**config.mk**
```make
export PLATFORM = sky130hd
export DESIGN_NAME = led_driver_flat
export DESIGN_NICKNAME = d
export VERILOG_FILES = /design/src/rtl/led_driver_if.sv /design/src/rtl/led_driver.sv /design/src/flat_wrapper.sv
export SDC_FILE = /design/constraint.sdc
export NUM_CORES = 1
export LEC_CHECK = 0
export CAP_MARGIN = 15
export CELL_PAD_IN_SITES_DETAIL_PLACEMENT = 0
export CELL_PAD_IN_SITES_GLOBAL_PLACEMENT = 1
export CORE_MARGIN = 8
export CORE_UTILIZATION = 37
export DETAILED_ROUTE_END_ITERATION = 7
export HOLD_SLACK_MARGIN = 0.15
export PLACE_DENSITY_LB_ADDON = 0.1
export SYNTH_ARGS = -nofsm -noshare
export SYNTH_HDL_FRONTEND = slang
export SYNTH_SLANG_ARGS = --single-unit
```
**constraint.sdc**
```tcl
create_clock -name i_CLK -period 2.3 [get_ports i_CLK]
set_input_delay 0.46 -clock i_CLK [delete_from_list [all_inputs] [get_ports i_CLK]]
set_output_delay 0.46 -clock i_CLK [all_outputs]
set_load 0.01 [all_outputs]
```
**src/rtl/led_driver_if.sv**
```systemverilog
// Parallel-pattern / serial-LED bundle between a pattern source and led_driver.
interface led_driver_if #(
  parameter int DATA_W = 16
);
  logic [DATA_W-1:0] i_Data16;
  logic              o_LEDData;
  logic              o_LEDLatch;

  modport master (
    output i_Data16,
    input  o_LEDData,
    input  o_LEDLatch
  );

  modport slave (
    input  i_Data16,
    output o_LEDData,
    output o_LEDLatch
  );
endinterface

```
**src/rtl/led_driver.sv**
```systemverilog
// Serialises a parallel LED word MSB-first into a shift-register chain, then strobes the latch.
// Optional build macro LED_DRIVER_INVERT_EN inverts data bits and makes the idle data level 1.
module led_driver #(
  parameter int DATA_W     = 16,
  parameter int GAP_CYCLES = 2
) (
  input  logic        i_CLK,
  input  logic        i_RESET,
  led_driver_if.slave bus
);

  localparam int CNT_W = (DATA_W > 1) ? $clog2(DATA_W) : 1;
  localparam int GAP_W = (GAP_CYCLES > 1) ? $clog2(GAP_CYCLES) : 1;

  localparam logic [CNT_W-1:0] CNT_TOP = CNT_W'(DATA_W - 1);
  localparam logic [GAP_W-1:0] GAP_TOP = GAP_W'((GAP_CYCLES > 0) ? GAP_CYCLES - 1 : 0);

  localparam logic [1:0] S_LOAD  = 2'd0;
  localparam logic [1:0] S_SHIFT = 2'd1;
  localparam logic [1:0] S_LATCH = 2'd2;
  localparam logic [1:0] S_GAP   = 2'd3;

`ifdef LED_DRIVER_INVERT_EN
  localparam logic IDLE_BIT = 1'b1;
`else
  localparam logic IDLE_BIT = 1'b0;
`endif

  logic [1:0]        r_state;
  logic [DATA_W-1:0] r_shadow;
  logic [CNT_W-1:0]  r_bit_cnt;
  logic [GAP_W-1:0]  r_gap_cnt;
  logic              r_led_data;
  logic              r_led_latch;

  // NOTE: all state uses non-blocking assignments so every register samples
  // pre-edge values; blocking here would create order-dependent simulation.
  always_ff @(posedge i_CLK) begin
    if (!i_RESET) begin
      r_state     <= S_LOAD;
      r_shadow    <= '0;
      r_bit_cnt   <= '0;
      r_gap_cnt   <= '0;
      r_led_data  <= IDLE_BIT;
      r_led_latch <= 1'b0;
    end else begin
      // NOTE: outputs default to idle each cycle so only the active state
      // needs to override them; no path leaves an output unassigned.
      r_led_data  <= IDLE_BIT;
      r_led_latch <= 1'b0;

      case (r_state)
        S_LOAD: begin
          r_shadow  <= bus.i_Data16;
          r_bit_cnt <= CNT_TOP;
          r_state   <= S_SHIFT;
        end

        S_SHIFT: begin
          r_led_data <= r_shadow[r_bit_cnt] ^ IDLE_BIT;
          if (r_bit_cnt == '0) begin
            r_state <= S_LATCH;
          end else begin
            r_bit_cnt <= r_bit_cnt - 1'b1;
          end
        end

        S_LATCH: begin
          r_led_latch <= 1'b1;
          if (GAP_CYCLES == 0) begin
            r_state <= S_LOAD;
          end else begin
            r_gap_cnt <= GAP_TOP;
            r_state   <= S_GAP;
          end
        end

        S_GAP: begin
          if (r_gap_cnt == '0) begin
            r_state <= S_LOAD;
          end else begin
            r_gap_cnt <= r_gap_cnt - 1'b1;
          end
        end

        default: r_state <= S_LOAD;
      endcase
    end
  end

  assign bus.o_LEDData  = r_led_data;
  assign bus.o_LEDLatch = r_led_latch;

endmodule

```
**src/flat_wrapper.sv**
```systemverilog
// flat-port wrapper written by rule: the top's interface ports become plain ports
module led_driver_flat 
#(
  parameter int DATA_W     = 16,
  parameter int GAP_CYCLES = 2
)
  (i_CLK, i_RESET, bus_i_Data16, bus_o_LEDData, bus_o_LEDLatch);
  led_driver_if #(.DATA_W(DATA_W)) bus_i ();
  input  logic i_CLK;
  input  logic i_RESET;
  input wire logic [$bits(bus_i.i_Data16)-1:0] bus_i_Data16;
  output wire logic [$bits(bus_i.o_LEDData)-1:0] bus_o_LEDData;
  output wire logic [$bits(bus_i.o_LEDLatch)-1:0] bus_o_LEDLatch;
  assign bus_i.i_Data16 = bus_i_Data16;
  assign bus_o_LEDData = bus_i.o_LEDData;
  assign bus_o_LEDLatch = bus_i.o_LEDLatch;
  led_driver #(.DATA_W(DATA_W), .GAP_CYCLES(GAP_CYCLES)) u_core (.i_CLK(i_CLK), .i_RESET(i_RESET), .bus(bus_i));
endmodule
```
== Word-level counts from Yosys, hierarchy flattened ==
Cells that the tools add are included.
W data, S select, Z words.
Word-level totals
  register bits: 25
  word-level logic and storage cells: 32
  bits of input ports: 18
Operators by class
  reductions and logical operators: 7
  magnitude comparators: 1
  add/subtract/negate cells: 2
  mux-type cells: 10
  eq/ne operators: 6
Operators by type and width (number)
  $pmux W2 S4: 1
  $pmux W4 S2: 1
  $reduce_and A2 Y1: 3
  $lt A4 B5 Y1 const B: 1
  $bmux W1 S4: 1
  $eq A2 B2 Y1 const B: 2
  $logic_not A4 Y1: 1
  $mux W2: 2
  $mux W4: 1
  $ne A2 B2 Y1 const B: 2
  $reduce_bool A2 Y1: 2
  $sub A4 B1 Y4 const B: 1
  $mux W1: 3
  $eq A2 B1 Y1 const B: 1
  $logic_not A2 Y1: 1
  $ne A2 B1 Y1 const B: 1
  $pmux W1 S2: 1
  $sub A1 B1 Y1 const B: 1

== Logic depth before layout (Yosys ltp) ==
Gate-level depths: netlist (run 1).
  word-level depth: 3
  mapped depth: 7
  gate-level depth less buffers: 6

== Worst setup path after synthesis (run 1) ==
Ideal clock, no wire load.
  path kind: reg2reg
  from: register u_core.r_bit_cnt[0]
  to: register u_core.r_bit_cnt[3]
  setup slack: 0.592 ns
  arrival time: 1.592 ns
  setup time: 0.116 ns
  data required time: 2.184 ns
  period minus slack after synthesis: 1.708 ns
  stages on the path, launching flop included: 8
  cells stage by stage: dfxtp_1 > buf_2 > inv_1 > ha_1 > or3b_1 > and2_4 > a211o_1 > and3_1
Between the ends
  word-level cells in the longest chain between the ends: 3
  elaborated cells between the ends (all ways): 6
  those cells by class: add/sub: 1; eq/ne: 1; mux: 2; reduce/logical: 2
Ends and longest elaborated chain
  start: declaration: RTL line led_driver.sv:31  | logic [CNT_W-1:0] r_bit_cnt;
  start signal: assignment: RTL line led_driver.sv:64  | r_bit_cnt <= r_bit_cnt - 1'b1;
  $sub A4 B1 Y4 or $logic_not A4 Y1 (tied branches): RTL line led_driver.sv:64, led_driver.sv:61
  $mux W4 or $ne A2 B2 Y1 (tied branches)
  $pmux W4 S2 or $reduce_and A2 Y1 (tied branches)
Several ways; a longest one is shown, not always the timed one. The select of a mux whose other input is x is not followed.
A chain may end at the register's enable or synchronous reset.

== Worst setup path in the final report (run 1) ==
  from: register u_core.r_bit_cnt[1]
  to: register u_core.r_bit_cnt[3]
The elaborated chain is that of the path after synthesis.

==> results of run 1 <==
[cells by family after synthesis]
kind of cell / Yosys count / synth area share
muxes: 23 / 0.226
adders and majority gates: 5 / 0.0539
buffers and inverters: 10 / 0.0356
DFF: 25 / 0.431
and+or+nand+nor: 34 / 0.172
AOI/OAI and AO/OA: 12 / 0.0808
[routing by layer]
| metal | share of wire | vias up | GRT usage |
|---|---|---|---|
| met5 | 0 | - | 0 |
| met4 | 0.0065 | 0 | 0.0544 |
| met3 | 0.063 | 2 | 0.0289 |
| met2 | 0.45 | 19 | 0.149 |
| met1 | 0.48 | 375 | 0.123 |
| li1 | - | 425 | - |
[power by group through the flow]
stage | sequential (uW) | combinational, uW | clock, uW
3_3_place_gp | 670 | 741 | 0
3_5_place_dp | 676 | 761 | 0
5_1_grt | 683 | 843 | 225
4_1_cts | 666 | 767 | 208
6_report | 666 | 754 | 196
2_1_floorplan | 649 | 581 | 0
[final timing paths]
kind                                          start                   to  slack [ns]  cells past startpoint
worst max-delay path            u_core.r_bit_cnt[1]  u_core.r_bit_cnt[3]        0.55                      6
worst min-delay path             u_core.r_shadow[0]   u_core.r_shadow[0]        0.51                      2
worst max register to register  u_core.r_bit_cnt[1]  u_core.r_bit_cnt[3]        0.55                      6
worst min register to register   u_core.r_shadow[0]   u_core.r_shadow[0]        0.51                      2
[cell usage in the layout, fill, tap and decap left out, drive strengths merged, types with 3 or more instances in the layout]
cell type / instances
clkbuf: 3
nor2: 4
dfxtp: 25
ha: 5
buf: 3
nand2: 4
clkdlybuf4s50: 19
nor2b: 17
mux2i: 21
inv: 5
[registers in the layout, indices dropped and copies added, names as in the netlist]
signal / cells
u_core.r_bit_cnt: 4
u_core.r_gap_cnt: 1
u_core.bus.o_LEDLatch: 1
u_core.bus.o_LEDData: 1
u_core.r_state: 2
u_core.r_shadow: 16
[area by class of cell]
type / instances / share of cell area
clock inverters: 1 / 0.00349
repair buffers: 22 / 0.148
inverters: 5 / 0.0131
flip-flops and latches: 25 / 0.349
clock buffers: 3 / 0.0157
well taps: 44 / 0.0384
multi-input cells: 74 / 0.432
[tightest hold or removal path, cell delays in order (launching register included)]
cell     delay, ns
dfxtp_1       0.35
mux2i_1       0.06
nor2_1        0.07
[stage by stage]
step	instances	setup slack [ns]	power, uW	util	hold WS [ns]
2_1_floorplan	109	0.592	1230	-	0.460
3_3_place_gp	170	0.624	1410	0.464	0.479
3_5_place_dp	170	0.593	1440	0.464	0.479
4_1_cts	174	0.563	1640	0.474	0.513
5_1_grt	174	0.429	1750	0.474	0.549
6_report	174	0.553	1620	0.474	0.507
==> key figures, run 1 <==
Route
  • Routed WL: approximately 2300 um
  • Antenna-violating nets left: 0
  • Drt pass-1 iters: 6
  • Drt wl/cell: ~13 um
  • Detailed Route Iter0 Violations: 25
  • Residual DRC: 0
  • Vias post-DR: around 800
  • Vias per cell: between 4 and 5

Clock tree
  • # resized after CTS: 0
  • Clock slew at reported path FFs: roughly 0.14 ns
  • CTS tree: built
  • CTS Sinks: 25
  • Hold Buf Count CTS: 0
  • CTS buffer count: 3
  • Worst skew pair latency: between 0.3 and 0.4 ns
  • Post-CTS Setup Inserts: 0
  • Longest Clk Path Bufs: 2
  • H-tree Lvls: 1
  • Clock root buffer: clkbuf_4

Timing
  • Worst Max-Slew Pin Slew: around 0.45 ns
  • Crit path time final: approximately 1.7 ns
  • Final Hold Vio Count: 0
  • Finish-stage setup viols: 0
  • Period Utilization, post-route: 0.759
  • Max_slew headroom: 0.700
  • Layout Skew: around 0.0094 ns
  • FMAX: about 0.57 GHz
  • Setup TNS: 0 ns
  • Unrepaired setup endpoints after global routing: false
  • Final Slew Violations: 0

Run
  • Max-cap violations: 0

Pwr
  • Switching power total: around 590 uW
  • Worst vdd ir: roughly 350 uV
  • Switching share of power: 0.364
  • Pwr Density: roughly 1100 mW/mm2
  • Reg power frac: 0.412
  • Cell internal pwr: between 1000 and 1500 uW
  • LEAKAGE: 0.000617 uW
  • Comb power frac: 0.467
  • Clock network fraction of design power: 0.121

Worst setup path
  • Max Fanout on Critical Path: 5
  • Crit start category: flop
  • Top delay family on crit path: simple AND/OR/NAND/NOR gates
  • Max incr delay on CP: roughly 0.37 ns
  • Cell chain of the critical path: inv_1, ha_1, or3b_1, and2_4, a211o_1, and3_1
  • Crit end category: flop
  • Kind of critical path: flop to flop
  • CP bufs+invs: 1
  • Crit path DAT: 1.97 ns
  • Crit-path slowest cell: dfxtp_1
  • CP Data Required Time: 2.52 ns

Global routing
  • Vias in the first global route: 863
  • First-pass GRT wire length: approximately 4100 um
  • GRT Residual Overflow: 0
  • Total GRT Usage: 0.0988
  • Antenna violations before repair: 0
  • Largest net degree at the start of global routing: 15

Synthesis
  • Netlist cell types: 27
  • Share of the synthesized area in the top cell type: 0.431
  • Synth top cells by count: 25 x dfxtp_1, 21 x mux2i_1, 17 x nor2b_1, 5 x ha_1, 5 x inv_1
  • Top_reg_cell synth: dfxtp_1
  • Post-synth EDFFs: 0
  • Synth area leader: dfxtp_1
  • Register bit total from synthesis: 25
  • Ys async rst share: 0
  • Ranking of synthesized cells by area: dfxtp_1 43%, mux2i_1 18%, nor2b_1 9.2%
  • Post-Synthesis Cells: roughly 110
  • Cell with the most instances after synthesis: dfxtp_1
  • Post-Syn Area per Cell: 10.7 um2
  • Yosys Warn Count: 0
  • Post-Syn Area: 0.00116 mm2
  • Mapped Nets: ~130
  • Sequential share of the synthesized area: 0.431

Layout
  • Layout overhead on the synthesized area: 23.5%
  • Nets: approximately 150
  • Layout cells sized above 1: 0.0692
  • Fill count: between 200 and 300
  • Finished Cell Area: around 0.0014 mm2
  • Area of the multi-input gates: between 600 and 700 um2
  • FF/Latch Area: 500 um2
  • # diodes: 0

Floorplan
  • Die X: approximately 70 um
  • Cell Rows: 20
  • Core ar.: between 0.003 and 0.004 mm2
  • IO Pins: 20
  • Initial core utilization: 0.383
  • Die Ht: about 70 um
  • Die area: approximately 0.0052 mm2

Placement
  • Buffers added on ports: 19
  • HPWL Detailed: 1750 um
  • DP Area: roughly 0.0014 mm2
  • GPL Wtd Cong: ~0.85

Hold path
  • Hold WC Path Type: flop to flop

Outcome
  • Outcome: finished clean
Note: power is estimated with default switching activity, not from simulation.
==> run 2, diff against run 1 <==
--- a/config.mk
+++ b/config.mk
@@ -9,7 +9,7 @@
 export CELL_PAD_IN_SITES_DETAIL_PLACEMENT = 0
 export CELL_PAD_IN_SITES_GLOBAL_PLACEMENT = 1
 export CORE_MARGIN = 8
-export CORE_UTILIZATION = 37
+export CORE_UTILIZATION = 36
 export DETAILED_ROUTE_END_ITERATION = 7
 export HOLD_SLACK_MARGIN = 0.15
 export PLACE_DENSITY_LB_ADDON = 0.1
==> constraint.sdc (replaced) <==
create_clock -name i_CLK -period 1.55 [get_ports i_CLK]
set_input_delay 0.31 -clock i_CLK [delete_from_list [all_inputs] [get_ports i_CLK]]
set_output_delay 0.31 -clock i_CLK [all_outputs]
set_load 0.01 [all_outputs]
==> run 2 against run 1 <==
  * Die area up 2.1%
  * Flip-flop and latch count unchanged
  * Total power up 61%
  * Critical path depth unchanged
  * Non-clock buffer count up 9
  * Core utilization up 2.6 points
  * Sequential share of layout area down 1.9 points
  * Setup slack worse by 0.55 ns
  * Fmax up 13%
  * Sequential power up 44%
  * Register-to-register slack worse by 0.55 ns
  * Global-route usage up 0.49 points
  * Largest power group unchanged
  * Highest routed layer unchanged
==> key figures, run 2 (synthesis gave the netlist of run 1 again) <==
Outcome
  • Outcome: finished clean

Worst setup path
  • Crit end category: flop
  • Cell chain of the critical path: inv_2, ha_4, or3b_4, and2_4, nor3_1, a211oi_2
  • Crit path DAT: around 1.8 ns
  • Max Fanout on Critical Path: 4
  • Crit-path slowest cell: or3b_4
  • Crit start category: flop
  • CP Data Required Time: between 1.5 and 2 ns
  • Max incr delay on CP: 0.37 ns
  • Kind of critical path: flop to flop

Floorplan
  • Die Ht: between 70 and 80 um
  • Die X: 72.8 um
  • IO Pins: 20
  • Cell Rows: 20
  • Initial core utilization: 0.380
  • Die area: approximately 0.0053 mm2
  • Core ar.: approximately 0.0031 mm2

Layout
  • Fill count: roughly 300
  • Layout cells sized above 1: 0.173
  • Top flop regs: u_core.r_shadow x16, u_core.r_bit_cnt x4, u_core.r_state x2
  • Area of the multi-input gates: around 640 um2
  • Max FFs per register: 16
  • Commonest non-fill, non-tap cell in the layout: dfxtp_1
  • Layout overhead on the synthesized area: 31.4%
  • Finished Cell Area: roughly 0.0015 mm2
  • Commonest cells after routing, fill and taps aside: 23 x dfxtp_1, 21 x mux2i_1, 18 x clkdlybuf4s50_1
  • # diodes: 0
  • Largest reg by FF count: u_core.r_shadow
  • Nets: between 150 and 200
  • FF/Latch Area: 503 um2

Clock tree
  • Clock slew at reported path FFs: approximately 0.14 ns
  • H-tree Lvls: 1
  • CTS buffer count: 3
  • Clock root buffer: clkbuf_4
  • Longest Clk Path Bufs: 2
  • Post-CTS Setup Inserts: 0
  • Worst skew pair latency: about 0.32 ns
  • CTS tree: built
  • Hold Buf Count CTS: 0
  • CTS Sinks: 25

Route
  • Routed WL: 2450 um
  • Drt wl/cell: 13.4 um
  • Vias per cell: 4.73
  • Vias post-DR: ~870
  • Residual DRC: 0
  • Detailed Route Iter0 Violations: 42
  • Antenna-violating nets left: 0
  • Drt pass-1 iters: 4

Pwr
  • Comb power frac: 0.519
  • Pwr Density: ~1700 mW/mm2
  • LEAKAGE: slightly below 0.0007 uW
  • Clock network fraction of design power: 0.113
  • Final Power: between 2000 and 3000 uW
  • Cell internal pwr: around 1700 uW
  • Switching share of power: 0.355
  • Switching power total: 923 uW
  • Reg power frac: 0.368
  • Worst vdd ir: around 640 uV

Timing
  • Hold_ws: 0.511 ns
  • Final Hold Vio Count: 0
  • Period Utilization, post-route: 0.997
  • Crit path time final: approximately 1.5 ns
  • FMAX: approximately 0.65 GHz
  • Layout Skew: roughly 0.0050 ns
  • Final Slew Violations: 0
  • Setup TNS: 0 ns
  • Unrepaired setup endpoints after global routing: true
  • Finish-stage setup viols: 0
  • Max_slew headroom: 0.788
  • Worst Max-Slew Pin Slew: 0.317 ns

Global routing
  • Vias in the first global route: between 900 and 1000
  • GRT Residual Overflow: 0
  • First-pass GRT wire length: 4330 um
  • Largest net degree at the start of global routing: 14
  • Total GRT Usage: 0.104
  • Antenna violations before repair: 0

Run
  • Max-cap violations: 0

Placement
  • Buffers added on ports: 19
  • HPWL Detailed: roughly 1900 um
  • DP Area: between 0.001 and 0.0015 mm2
  • GPL Wtd Cong: around 0.79

Hold path
  • Hold WC Path Type: flop to flop
==> run 2: final cells by class <==
class,instances,share of cell area
multi-input cells,74,0.419
flip-flops and latches,25,0.330
well taps,44,0.0361
repair buffers,31,0.185
clock buffers,4,0.0172
inverters,5,0.0123
==> run 2: what timing repair did <==
action / CTS / global route
cloned: 0 / 0
pin swaps: 1 / 1
resized for setup: 2 / 4
setup endpoints to repair: 4 / 6
==> run 2: layer usage <==
| layer | GRT usage | up-vias | share of wire |
|---|---|---|---|
| met3 | 0.0261 | 7 | 0.045 |
| li1 | - | 442 | - |
| met1 | 0.118 | 399 | 0.47 |
| met4 | 0.0600 | 0 | 0.023 |
| met2 | 0.171 | 17 | 0.47 |
| met5 | 0 | - | 0 |
==> run 2: per-stage QoR <==
| step | utilization | worst slack (ns) | std cells |
|---|---|---|---|
| after floorplan | - | -0.0441 | 109 |
| after global placement | 0.487 | 0.00105 | 179 |
| after detailed placement | 0.487 | -0.0194 | 179 |
| after CTS | 0.496 | 0.00633 | 183 |
| after global routing | 0.500 | -0.121 | 183 |
| final | 0.500 | 0.00542 | 183 |
==> run 2: path summary, 6_finish.rpt <==
| kind | from | end | slack, ns | cells after the start |
|---|---|---|---|---|
| worst min register to register | u_core.r_gap_cnt | u_core.r_gap_cnt | 0.51 | 2 |
| worst max register to register | u_core.r_bit_cnt[1] | u_core.r_bit_cnt[0] | 0.005 | 6 |
| worst max-delay path | u_core.r_bit_cnt[1] | u_core.r_bit_cnt[0] | 0.005 | 6 |
| worst min-delay path | u_core.r_gap_cnt | u_core.r_gap_cnt | 0.51 | 2 |
==> run 2: critical path: cells and delay by family (launching register included) <==
kind | cells | cell delay (ns)
AO/OA/AOI/OAI | 1 | 0.09
adder cells (fa/ha/maj) | 1 | 0.12
buffers and inverters | 1 | 0.06
flip-flops | 1 | 0.35
AND/OR/NAND/NOR | 3 | 0.81
==> run 2: power groups by stage <==
| stage | combinational (uW) | clock [uW] | sequential, uW |
|---|---|---|---|
| after floorplan | 900 | 0 | 966 |
| after global placement | 1300 | 0 | 960 |
| after detailed placement | 1320 | 0 | 965 |
| after CTS | 1320 | 311 | 955 |
| after global routing | 1520 | 338 | 982 |
| final | 1350 | 294 | 957 |
==> run 3, diff against run 2 <==
--- a/config.mk
+++ b/config.mk
@@ -12,7 +12,7 @@
 export CORE_UTILIZATION = 36
 export DETAILED_ROUTE_END_ITERATION = 7
 export HOLD_SLACK_MARGIN = 0.15
-export PLACE_DENSITY_LB_ADDON = 0.1
+export PLACE_DENSITY = 0.8
 export SYNTH_ARGS = -nofsm -noshare
 export SYNTH_HDL_FRONTEND = slang
 export SYNTH_SLANG_ARGS = --single-unit
==> run 3 against run 2 <==
  * The run now ends with negative setup slack left
  * First-iteration DRC count fell by 57%
  * Register-to-register slack lost 0.03 ns
  * Final area is 0.33% lower
  * Clock power down 3%
  * Core utilization down 0.16 points
  * Clock skew decreased by 0.0010 ns
  * Count of clock-buffer cells in the layout unchanged
  * Fmax down 1.9%
  * Die area did not move
  * Global-route usage shrank 0.42 points
  * Flip-flop and latch count stayed put
  * Largest cell class unchanged
==> key figures, run 3 (synthesis gave the netlist of run 1 again) <==
Outcome
  • Outcome: finished, violations left
  • Failing checks: negative setup slack

Worst setup path
  • Crit-path slowest cell: or3b_4
  • Max Fanout on Critical Path: 4
  • Kind of critical path: flop to flop
  • Top delay family on crit path: simple AND/OR/NAND/NOR gates
  • Crit path DAT: 1.80 ns
  • Cell chain of the critical path: inv_2, ha_4, or3b_4, and2_4, a211o_1, and3_1
  • CP Data Required Time: roughly 1.8 ns
  • Crit start category: flop
  • Max incr delay on CP: roughly 0.37 ns
  • CP bufs+invs: 1
  • Crit end category: flop

Timing
  • Unrepaired setup endpoints after global routing: true
  • Final Slew Violations: 0
  • Hold_ws: between 0.5 and 0.6 ns
  • Crit path time final: roughly 1.6 ns
  • Final Hold Vio Count: 0
  • Finish-stage setup viols: 2
  • Worst Max-Slew Pin Slew: approximately 0.27 ns
  • Setup ws final: -0.0250 ns
  • Period Utilization, post-route: 1.02
  • Layout Skew: a little under 0.004 ns
  • Max_slew headroom: 0.818
  • FMAX: about 0.63 GHz

Layout
  • Core Util, Final: 0.498
  • Layout cells sized above 1: 0.181
  • Non-Filler Instances: 182
  • Fill count: 300
  • Commonest non-fill, non-tap cell in the layout: dfxtp_1
  • Area of the multi-input gates: 638 um2
  • Layout overhead on the synthesized area: 30.9%
  • FF/Latch Area: around 500 um2
  • Max FFs per register: 16
  • Nets: around 160
  • Top flop regs: u_core.r_shadow x16, u_core.r_bit_cnt x4, u_core.r_state x2
  • # diodes: 0
  • Commonest cells after routing, fill and taps aside: 23 x dfxtp_1, 21 x mux2i_1, 18 x clkdlybuf4s50_1
  • Largest reg by FF count: u_core.r_shadow
  • Finished Cell Area: about 0.0015 mm2

Floorplan
  • Die X: roughly 73 um
  • Die Ht: about 73 um
  • Core ar.: approximately 0.003 mm2
  • Cell Rows: 20
  • IO Pins: 20
  • Initial core utilization: 0.380
  • Die area: 0.00530 mm2

Clock tree
  • Hold Buf Count CTS: 0
  • Clock root buffer: clkbuf_4
  • Longest Clk Path Bufs: 2
  • CTS Sinks: 25
  • CTS tree: built
  • H-tree Lvls: 1
  • Clock slew at reported path FFs: 0.13 ns
  • CTS buffer count: 3
  • Worst skew pair latency: approximately 0.32 ns

Route
  • Residual DRC: 0
  • Vias post-DR: between 800 and 900
  • Routed WL: ~2400 um
  • Drt wl/cell: between 10 and 15 um
  • Antenna-violating nets left: 0
  • Detailed Route Iter0 Violations: 18
  • Drt pass-1 iters: 4
  • Vias per cell: 4.79

Placement
  • Buffers added on ports: 19
  • Placed Cells incl. Taps: about 180
  • Setup WS pre-CTS: -0.0451 ns
  • GPL Wtd Cong: 0.858
  • HPWL Detailed: roughly 1800 um
  • DP Area: 0.00146 mm2

Global routing
  • Antenna violations before repair: 0
  • Largest net degree at the start of global routing: 17
  • Met1 Use GR: 0.123
  • First-pass GRT wire length: 4170 um
  • GRT met3 Usage: 0.0302
  • Vias in the first global route: between 900 and 1000
  • GR met2 Demand/Resource: 0.153
  • GRT Residual Overflow: 0
  • Grt peak-use layer: met2
  • Total GRT Usage: 0.0995

Run
  • Max-cap violations: 0

Hold path
  • Hold WC Path Type: flop to flop

Pwr
  • Worst vdd ir: just under 600 uV
  • Pwr Density: about 1700 mW/mm2
  • LEAKAGE: about 0.00067 uW
run 3: cell types whose count changed in the layout (fill, tap and decap cells not counted):
cell	before	now
buf_4	12	10
buf_6	0	1
mux4_1	2	1
mux4_2	0	1
nor2b_1	17	16
nor2b_2	0	1
run 3: tightest hold or removal path: stages (launching register included):
cell and delay, ns:
dfxtp_1 0.34, mux2i_1 0.06, nor2_1 0.07
run 3: cell type report:
class                   count  share of cell area
clock buffers               4              0.0173
inverters                   5              0.0123
multi-input cells          74               0.420
flip-flops and latches     25               0.331
well taps                  44              0.0362
repair buffers             30               0.184
run 3: report_power, final:
part	internal, uW	switching (uW)	total, uW
Clock	101	184	284
Combinational	732	622	1350
Sequential	849	113	962
run 3: per-layer routing:
metal,wire [um],up-vias
li1,-,441
met5,0,-
met4,48,0
met1,1110,407
met2,1120,19
met3,141,5
run 3: final timing paths:
kind | startpoint | endpoint | cells after the start | slack, ns
max | u_core.r_bit_cnt[0] | u_core.r_bit_cnt[3] | 6 | -0.02
min | u_core.r_shadow[1] | u_core.r_shadow[1] | 2 | 0.51
max reg2reg | u_core.r_bit_cnt[0] | u_core.r_bit_cnt[3] | 6 | -0.02
min reg2reg | u_core.r_shadow[1] | u_core.r_shadow[1] | 2 | 0.51
run 3: timing repair:
action / in CTS / in global routing
endpoints found under the setup margin: 4 / 7
pin swaps: 1 / 0
setup buffers: 2 / 0
hold endpoints to repair: 0 / 0
gates resized for setup: 3 / 6
run 3: per-stage QoR:
step                power [uW]  setup TNS (ns)
floorplan                 1870         -0.0669
finish                    2600         -0.0361
CTS                       2590        -0.00106
detailed placement        2240         -0.0858
global route              2810          -0.224
global placement          2180         -0.0106
